## config.mk

```make
export PLATFORM = sky130hd
export DESIGN_NAME = sdc_commutator
export DESIGN_NICKNAME = d
export VERILOG_FILES = /design/src/rtl/sdc_commutator.sv
export SDC_FILE = /design/constraint.sdc
export NUM_CORES = 1
export LEC_CHECK = 0
export CELL_PAD_IN_SITES_DETAIL_PLACEMENT = 1
export CELL_PAD_IN_SITES_GLOBAL_PLACEMENT = 2
export CORE_MARGIN = 8
export CORE_UTILIZATION = 30
export DETAILED_ROUTE_END_ITERATION = 8
export PLACE_DENSITY = 0.65
export SETUP_SLACK_MARGIN = 0.5
export SYNTH_ARGS = -nofsm -noshare
export SYNTH_HDL_FRONTEND = slang
export SYNTH_SLANG_ARGS = --single-unit
```

## constraint.sdc

```tcl
create_clock -name clk -period 27.4 [get_ports clk]
set_input_delay 4.11 -clock clk [delete_from_list [all_inputs] [get_ports clk]]
set_output_delay 4.11 -clock clk [all_outputs]
set_load 0.03 [all_outputs]
```

## src/rtl/sdc_commutator.sv

```systemverilog
// Single-delay-line commutator for an SDC FFT pipeline: exchanges alternate
// half-frames of DELAY samples, with a self-generated, valid-qualified switch phase.
package fft_pkg;
    typedef struct packed {
        logic signed [15:0] re;
        logic signed [15:0] im;
    } complex_t;
endpackage

module sdc_commutator #(
    parameter int DELAY = 8,
    parameter int CNT_W = (DELAY > 1) ? $clog2(DELAY) : 1
) (
    input  logic               clk,
    input  logic               rst,
    input  fft_pkg::complex_t  din,
    input  logic               din_valid,
    input  logic               sync,
    input  logic               bypass,
    output fft_pkg::complex_t  dout,
    output logic               dout_valid,
    output logic               dbg_phase,
    output logic [CNT_W-1:0]   dbg_cnt,
    output logic               dbg_primed
);
    import fft_pkg::*;

    typedef enum logic {STORE = 1'b0, PASS = 1'b1} phase_e;

    localparam logic [CNT_W-1:0] LAST = CNT_W'(DELAY - 1);

    phase_e           phase_q, phase_d;
    logic [CNT_W-1:0] cnt_q, cnt_d;
    logic             primed_q, primed_d;
    complex_t         dl_q [DELAY];
    complex_t         dl_d [DELAY];
    complex_t         dout_q, dout_d;
    logic             dout_valid_q, dout_valid_d;

    // State seen by the current sample after any sync realignment.
    phase_e           eff_phase;
    logic [CNT_W-1:0] eff_cnt;
    logic             eff_primed;

    always_comb begin
        phase_d      = phase_q;
        cnt_d        = cnt_q;
        primed_d     = primed_q;
        dl_d         = dl_q;
        dout_d       = dout_q;
        dout_valid_d = 1'b0;
        eff_phase    = phase_q;
        eff_cnt      = cnt_q;
        eff_primed   = primed_q;

        if (bypass) begin
            dout_d       = din;
            dout_valid_d = din_valid;
            phase_d      = STORE;
            cnt_d        = '0;
            primed_d     = 1'b0;
        end else if (din_valid) begin
            if (sync) begin
                eff_phase = STORE;
                eff_cnt   = '0;
                // A sync landing exactly on the natural frame start keeps the stream primed.
                if (!(phase_q == STORE && cnt_q == '0)) begin
                    eff_primed = 1'b0;
                end
            end

            for (int i = 1; i < DELAY; i++) begin
                dl_d[i] = dl_q[i-1];
            end
            if (eff_phase == STORE) begin
                dout_d   = dl_q[DELAY-1];
                dl_d[0]  = din;
            end else begin
                dout_d   = din;
                dl_d[0]  = dl_q[DELAY-1];
            end

            if (eff_cnt == LAST) begin
                cnt_d   = '0;
                phase_d = (eff_phase == STORE) ? PASS : STORE;
            end else begin
                cnt_d   = eff_cnt + CNT_W'(1);
                phase_d = eff_phase;
            end

            primed_d     = eff_primed | (eff_phase == STORE && eff_cnt == LAST);
            dout_valid_d = eff_primed | (eff_phase == PASS && primed_d);
        end
    end

    always_ff @(posedge clk) begin
        if (rst) begin
            phase_q      <= STORE;
            cnt_q        <= '0;
            primed_q     <= 1'b0;
            dout_q       <= '0;
            dout_valid_q <= 1'b0;
        end else begin
            phase_q      <= phase_d;
            cnt_q        <= cnt_d;
            primed_q     <= primed_d;
            dout_q       <= dout_d;
            dout_valid_q <= dout_valid_d;
        end
    end

    // Delay-line contents are don't-care until a full STORE phase refills them.
    always_ff @(posedge clk) begin
        dl_q <= dl_d;
    end

    assign dout       = dout_q;
    assign dout_valid = dout_valid_q;
    assign dbg_phase  = phase_q;
    assign dbg_cnt    = cnt_q;
    assign dbg_primed = primed_q;

endmodule
```

Yosys cells after proc, flatten, opt, wreduce, memory -nomap -nowiden
Index checks and enable logic that the tools add are counted.

Add/subtract/negate cells: 1. Equality and inequality tests: 1. Multiplexer cells: 19. Bitwise gates (word level): 5. Reductions and logical operators: 7.

Operators by type and width (number): $mux W32 (4); $mux W3 (4); $mux W1 (11); $add A3 B1 Y3 const B (1); $eq A3 B3 Y1 const B (1); $logic_and A1 B1 Y1 (3); $logic_not A3 Y1 (1); $not A1 Y1 (3); $or A1 B1 Y1 (2); $reduce_and A2 Y1 (1); $reduce_bool A2 Y1 (1); $reduce_or A2 Y1 (1).

Flip-flop bits (word level): 294. Output and inout port bits: 38. Logic and storage cells: 55.

Logic depth before layout (Yosys ltp)
Gate-level depths: netlist of the first run.

Depth after elaboration: 11. Gate-level depth with buffers: 8. Gate-level depth less buffers: 7.

Least setup slack after synthesis of the first run
OpenSTA, ideal clock, no wires.

Path kind: in2reg. Start point: input port bypass. End point: register dl_q[0] (netlist name) (enable). Setup time: 903 ps. Arrival time: 15585 ps. Slack: 10912 ps. Stages: 3. Cells stage by stage: buf_6 > clkbuf_1 > nor2b_1.

Longest elaborated chain between the ends: 2.

Ends and longest elaborated chain: start: declaration (RTL line 19) `input logic bypass,`; $not A1 Y1 (no line); $reduce_and A2 Y1 (no line); end signal: assignment (RTL line 114) `dl_q <= dl_d;`; end: declaration (RTL line 35) `complex_t dl_q [DELAY];`.

No other way between the ends. A chain may end at the register's enable or synchronous reset.

Final worst setup path of the first run
Start point: input port din_valid. End point: register dl_q[47] (netlist name) (enable).

Longest elaborated chain between the ends: 1.

Ends and longest elaborated chain: start: declaration (RTL line 17) `input logic din_valid,`; $reduce_and A2 Y1 (no line).

No other way between the ends.

==> results of run 1 <==
area by class of cell:
class                           count  area [um2]
Multi-Input combinational cell    252        1490
Inverter                            2        7.51
Tap cell                          448         561
Clock inverter                     23         241
Clock buffer                       30         729
Fill cell                        3337       21200
Timing Repair Buffer               82         791
Sequential cell                   294        8450
cell usage in the layout (no fill, tap or decap), types with 2 or more instances in the layout:
cell type and n:
edfxtp_1 256, nand2_1 98, clkdlybuf4s50_1 72, dfxtp_1 38, nor2_1 34, nand3_1 32
a311oi_2 32, o21ai_0 29, clkbuf_16 29, clkinv_2 9, buf_4 8, nor2b_1 4
o21ai_1 4, bufinv_16 4, ha_1 3, clkinvlp_4 3, clkinv_1 3, nor2b_4 2
mux2i_1 2, nor3_1 2, a21oi_1 2, inv_6 2, buf_2 2
flip-flops by register name (all words and copies together) (netlist names):
register and count:
dbg_phase 1, dbg_cnt 3, dbg_primed 1, dout 32
dl_q 256, dout_valid 1
cells by family after synthesis:
kind of cell,synth area share (%)
compound gates,6.76
fa+ha+maj,0.369
buf+inv,2.42
flops,83.0
mux,0.197
simple gates,7.26
per-layer routing:
metal / up-vias / track usage, % / wire [um]
li1: 2334 / - / -
met1: 2549 / 13.2 / 9380
met2: 85 / 15.2 / 8950
met3: 33 / 2.16 / 807
met4: 0 / 2.86 / 436
met5: - / 0 / 0
synth_stat cells:
cell	count
buf_2	13
a2bb2oi_1	1
clkbuf_2	1
mux2i_1	2
a21boi_0	1
nor3b_1	1
a2111oi_0	1
nor2b_1	5
nand3_1	32
inv_1	1
ha_1	3
buf_4	4
a21oi_1	2
o21ai_1	4
o21ai_0	29
inv_2	1
dfxtp_1	38
nor2_1	34
nand2b_1	1
nor2b_4	1
nand2_1	98
nor3_1	2
o21a_1	1
nor4_1	1
clkbuf_1	4
a311oi_2	32
or2_4	1
edfxtp_1	256
buf_6	11
final timing paths:
check | from | end | cells past startpoint
max | din_valid | dl_q[47] | 4
min reg2reg | dl_q[208] | dl_q[176] | 0
min | dl_q[208] | dl_q[176] | 0
max reg2reg | dbg_phase | dl_q[244] | 6
worst max-delay path: stages:
cell	delay (ns)
clkdlybuf4s50_1	0.72
nor2b_4	0.21
buf_4	0.84
buf_4	0.98
power groups by stage:
stage | clock (uW) | combinational (uW) | sequential (uW)
floorplan | 0 | 22.9 | 535
finish | 399 | 49.9 | 514
global placement | 0 | 49.7 | 523
global route | 428 | 54.2 | 517
CTS | 414 | 51.3 | 515
detailed placement | 0 | 51.0 | 524
stage by stage:
step	utilization, %	cells	worst slack [ns]	power [uW]
6_report	36.7	1131	20.57	963
5_1_grt	36.7	1131	20.38	999
4_1_cts	36.7	1131	20.58	980
3_5_place_dp	33.8	1078	19.99	575
3_3_place_gp	33.8	1078	20.15	573
2_1_floorplan	-	581	10.91	558
==> impl_metrics.py, run 1 <==
metrics = {
    "worst_setup_path": {
        "start_kind": "input port",
        "crit_path_end_kind": "register",
        "required_ns": 27.55,
        "cp_data_arrival_time_ns": 6.97,
        "critPathMaxFanout": 94,
        "reg2reg_slack_ns": 25.14,
        "critPathKind": "in2reg",
    },
    "yosys": {
        "avgSynthCellArea_um2": 17.5,
        "ys_types": 29,
        "ys_warn_count": 0,
        "synth_area_leaders": "edfxtp_1 76%, dfxtp_1 7.5%, a311oi_2 4.7%, nand2_1 3.6%, nand3_1 1.6%",
        "synth_nets": 621,
        "synth_seq_area_share_pct": 83.0,
        "synth_top_area_share_pct": 75.5,
        "synth_area_um2": 10200,
        "synth_top_area_cell": "edfxtp_1",
        "synth_seq_cells": 294,
        "syn_inst": 581,
    },
    "floorplanning": {
        "die_h_um": 200,
        "die_area_um2": 40100,
        "placementRows": 67,
        "coreArea_um2": 33400,
        "start_util_pct": 30.4,
        "die_w_um": 200,
        "ios": 75,
    },
    "grt": {
        "antenna_found_initial": 0,
        "grt_max_degree": 95,
        "grtUsageTotal_pct": 9.66,
        "first_global_vias": 5414,
        "gr-total-overflow": 0,
        "grt_pass1_wl_um": 31400,
    },
    "place": {
        "hpwl_um": 10900,
        "gp_congestion": 0.679,
        "placed_area_um2": 11300,
        "io_buffers": 74,
    },
    "cts": {
        "post_cts_resized": 0,
        "cts_tree": "done",
        "cts_made_buffers": 29,
        "clock-sinks": 294,
        "clockRootBuffer": "clkbuf_16",
        "clk_pin_slew_ns": 0.06,
        "clk_latency_ns": 0.53,
        "ctsHoldBuffers": 0,
        "post_cts_buffers": 0,
        "h-tree-depth": 1,
        "clock_path_buffers": 3,
    },
    "min_path": {
        "hp-class": "reg2reg",
    },
    "sta": {
        "finalSetupViolations": 0,
        "hold_viol": 0,
        "fin_skew_ns": 0.0112,
        "tightest_slew_ns": 1.13,
        "drv_slew": 0,
        "period_minus_slack_ns": 6.83,
        "rsz0062_at_grt": "no",
        "fin_crit_sh_pct": 24.9,
        "slew_headroom_pct": 24.6,
        "hold_slack_ns": 0.414,
        "fin_setup_tns_ns": 0,
        "clock.fmax_mhz": 146,
    },
    "routing": {
        "wl_per_cell_um": 17.3,
        "ant_nets": 0,
        "drt_first_pass_iters": 4,
        "drtIter0Drc": 258,
        "routed_wl_um": 19600,
        "vias_per_cell": 4.42,
        "vias": 5001,
        "drcViolationCount": 0,
    },
    "power": {
        "clockPowerShare_pct": 41.4,
        "comb_power_share_pct": 5.2,
        "p_int_uw": 759,
        "p_switching_uw": 205,
        "power_density_nw_per_um2": 78.5,
        "swShare_pct": 21.3,
        "ir_drop_uv": 40.3,
        "seqPwrFrac_pct": 53.4,
        "p_leak_uw": 0.00413,
    },
    "cells_and_area": {
        "diodes": 0,
        "final_nets": 701,
        "final_cell_area_um2": 12300,
        "syn_to_final_growth_pct": 20.5,
        "drive_above_1_share_pct": 13.9,
    },
    "status": {
        "status": "completed",
    },
    "run": {
        "maxCapViolations": 0,
    },
}
Note: power is estimated with default switching activity, not from simulation.
==> run 2, diff against run 1 <==
==> constraint.sdc (replaced) <==
create_clock -name clk -period 7 [get_ports clk]
set_input_delay 1.05 -clock clk [delete_from_list [all_inputs] [get_ports clk]]
set_output_delay 1.05 -clock clk [all_outputs]
set_load 0.03 [all_outputs]
==> impl_metrics.py, run 2 (synthesis gave the netlist of run 1 again) <==
metrics = {
    "status": {
        "status": "completed",
    },
    "worst_setup_path": {
        "start_kind": "input port",
        "critPathKind": "in2reg",
        "required_ns": 7.15,
        "critPathMaxFanout": 81,
        "cp_data_arrival_time_ns": 3.53,
        "crit_path_end_kind": "register",
    },
    "cells_and_area": {
        "final_cell_mix": "256 x edfxtp_1, 98 x nand2_1, 72 x clkdlybuf4s50_1",
        "diodes": 0,
        "fill_cells": 3357,
        "largest_reg_flops": 256,
        "regMostFlops": "dl_q",
        "final_common_cell": "edfxtp_1",
        "syn_to_final_growth_pct": 21.2,
        "fin_util_pct": 36.9,
        "final_nets": 701,
        "drive_above_1_share_pct": 13.1,
    },
    "power": {
        "power_density_nw_per_um2": 312,
        "ir_drop_uv": 179,
        "p_leak_uw": 0.00414,
    },
    "grt": {
        "first_global_vias": 5347,
        "antenna_found_initial": 0,
        "grt_max_degree": 145,
        "gr-total-overflow": 0,
        "grtUsageTotal_pct": 9.45,
        "grt_pass1_wl_um": 30900,
    },
    "sta": {
        "fin_skew_ns": 0.00649,
        "period_minus_slack_ns": 3.38,
        "fin_setup_tns_ns": 0,
        "hold_viol": 0,
        "fin_crit_sh_pct": 48.3,
        "tightest_slew_ns": 0.974,
        "drv_slew": 0,
        "slew_headroom_pct": 35.1,
        "finalSetupViolations": 0,
        "clock.fmax_mhz": 296,
        "rsz0062_at_grt": "no",
    },
    "floorplanning": {
        "die_h_um": 200,
        "die_area_um2": 40100,
        "ios": 75,
        "start_util_pct": 30.4,
        "coreArea_um2": 33400,
        "placementRows": 67,
        "die_w_um": 200,
    },
    "cts": {
        "cts_made_buffers": 30,
        "post_cts_buffers": 0,
        "clock_path_buffers": 3,
        "ctsHoldBuffers": 0,
        "clockRootBuffer": "clkbuf_16",
        "h-tree-depth": 1,
        "clk_latency_ns": 0.53,
        "clock-sinks": 294,
        "cts_tree": "done",
        "clk_pin_slew_ns": 0.06,
        "post_cts_resized": 0,
    },
    "place": {
        "gp_congestion": 0.713,
        "io_buffers": 74,
        "hpwl_um": 11000,
    },
    "routing": {
        "routed_wl_um": 19300,
        "drcViolationCount": 0,
        "wl_per_cell_um": 17.0,
        "vias": 5003,
        "drtIter0Drc": 304,
        "vias_per_cell": 4.42,
        "drt_first_pass_iters": 4,
        "ant_nets": 0,
    },
    "run": {
        "maxCapViolations": 0,
    },
    "min_path": {
        "hp-class": "reg2reg",
    },
}
## run 2: path summary, 6_finish.rpt
check	startpoint	end	slack [ns]	cells past startpoint
min reg2reg	dl_q[247]	dl_q[215]	0.41	0
max reg2reg	dbg_phase	dbg_phase	4.41	6
max	din_valid	dl_q[87]	3.62	3
min	dl_q[247]	dl_q[215]	0.41	0
## run 2: cell type report
type	count	area [um2]	share of cell area (%)
Sequential cell	294	8450	68.5
Timing Repair Buffer	81	796	6.45
Clock buffer	45	868	7.04
Multi-Input combinational cell	252	1490	12.1
Clock inverter	11	161	1.31
Inverter	2	7.51	0.0609
Tap cell	448	561	4.54
## run 2: metal layers
layer	share of wire (%)	global-route usage [%]
met1	48	13.2
met2	46	14.9
met3	3.8	1.92
met4	1.9	2.49
met5	0	0
## run 2: per-stage QoR
step | total power [uW] | std cells | setup slack, ns | hold slack (ns) | cell area (um2)
after floorplan | 2170 | 581 | 1.37 | 0.400 | 10200
after global placement | 2240 | 1077 | 3.19 | 0.400 | 11300
after detailed placement | 2250 | 1077 | 3.03 | 0.405 | 11300
after CTS | 3910 | 1133 | 3.61 | 0.415 | 12300
after global routing | 3980 | 1133 | 3.46 | 0.421 | 12300
final | 3850 | 1133 | 3.62 | 0.414 | 12300
## run 2: critical path, stage by stage
cell and delay (ns):
clkdlybuf4s50_1 0.72, nor2b_4 0.82, buf_4 0.87
## run 2: power by group
group          leakage [uW]  internal (uW)  total (uW)  switching, uW
Clock              0.000493           1000        1640            639
Combinational      0.000931           71.8         195            123
Sequential          0.00272           1990        2010           28.0
Total               0.00414           3060        3850            790
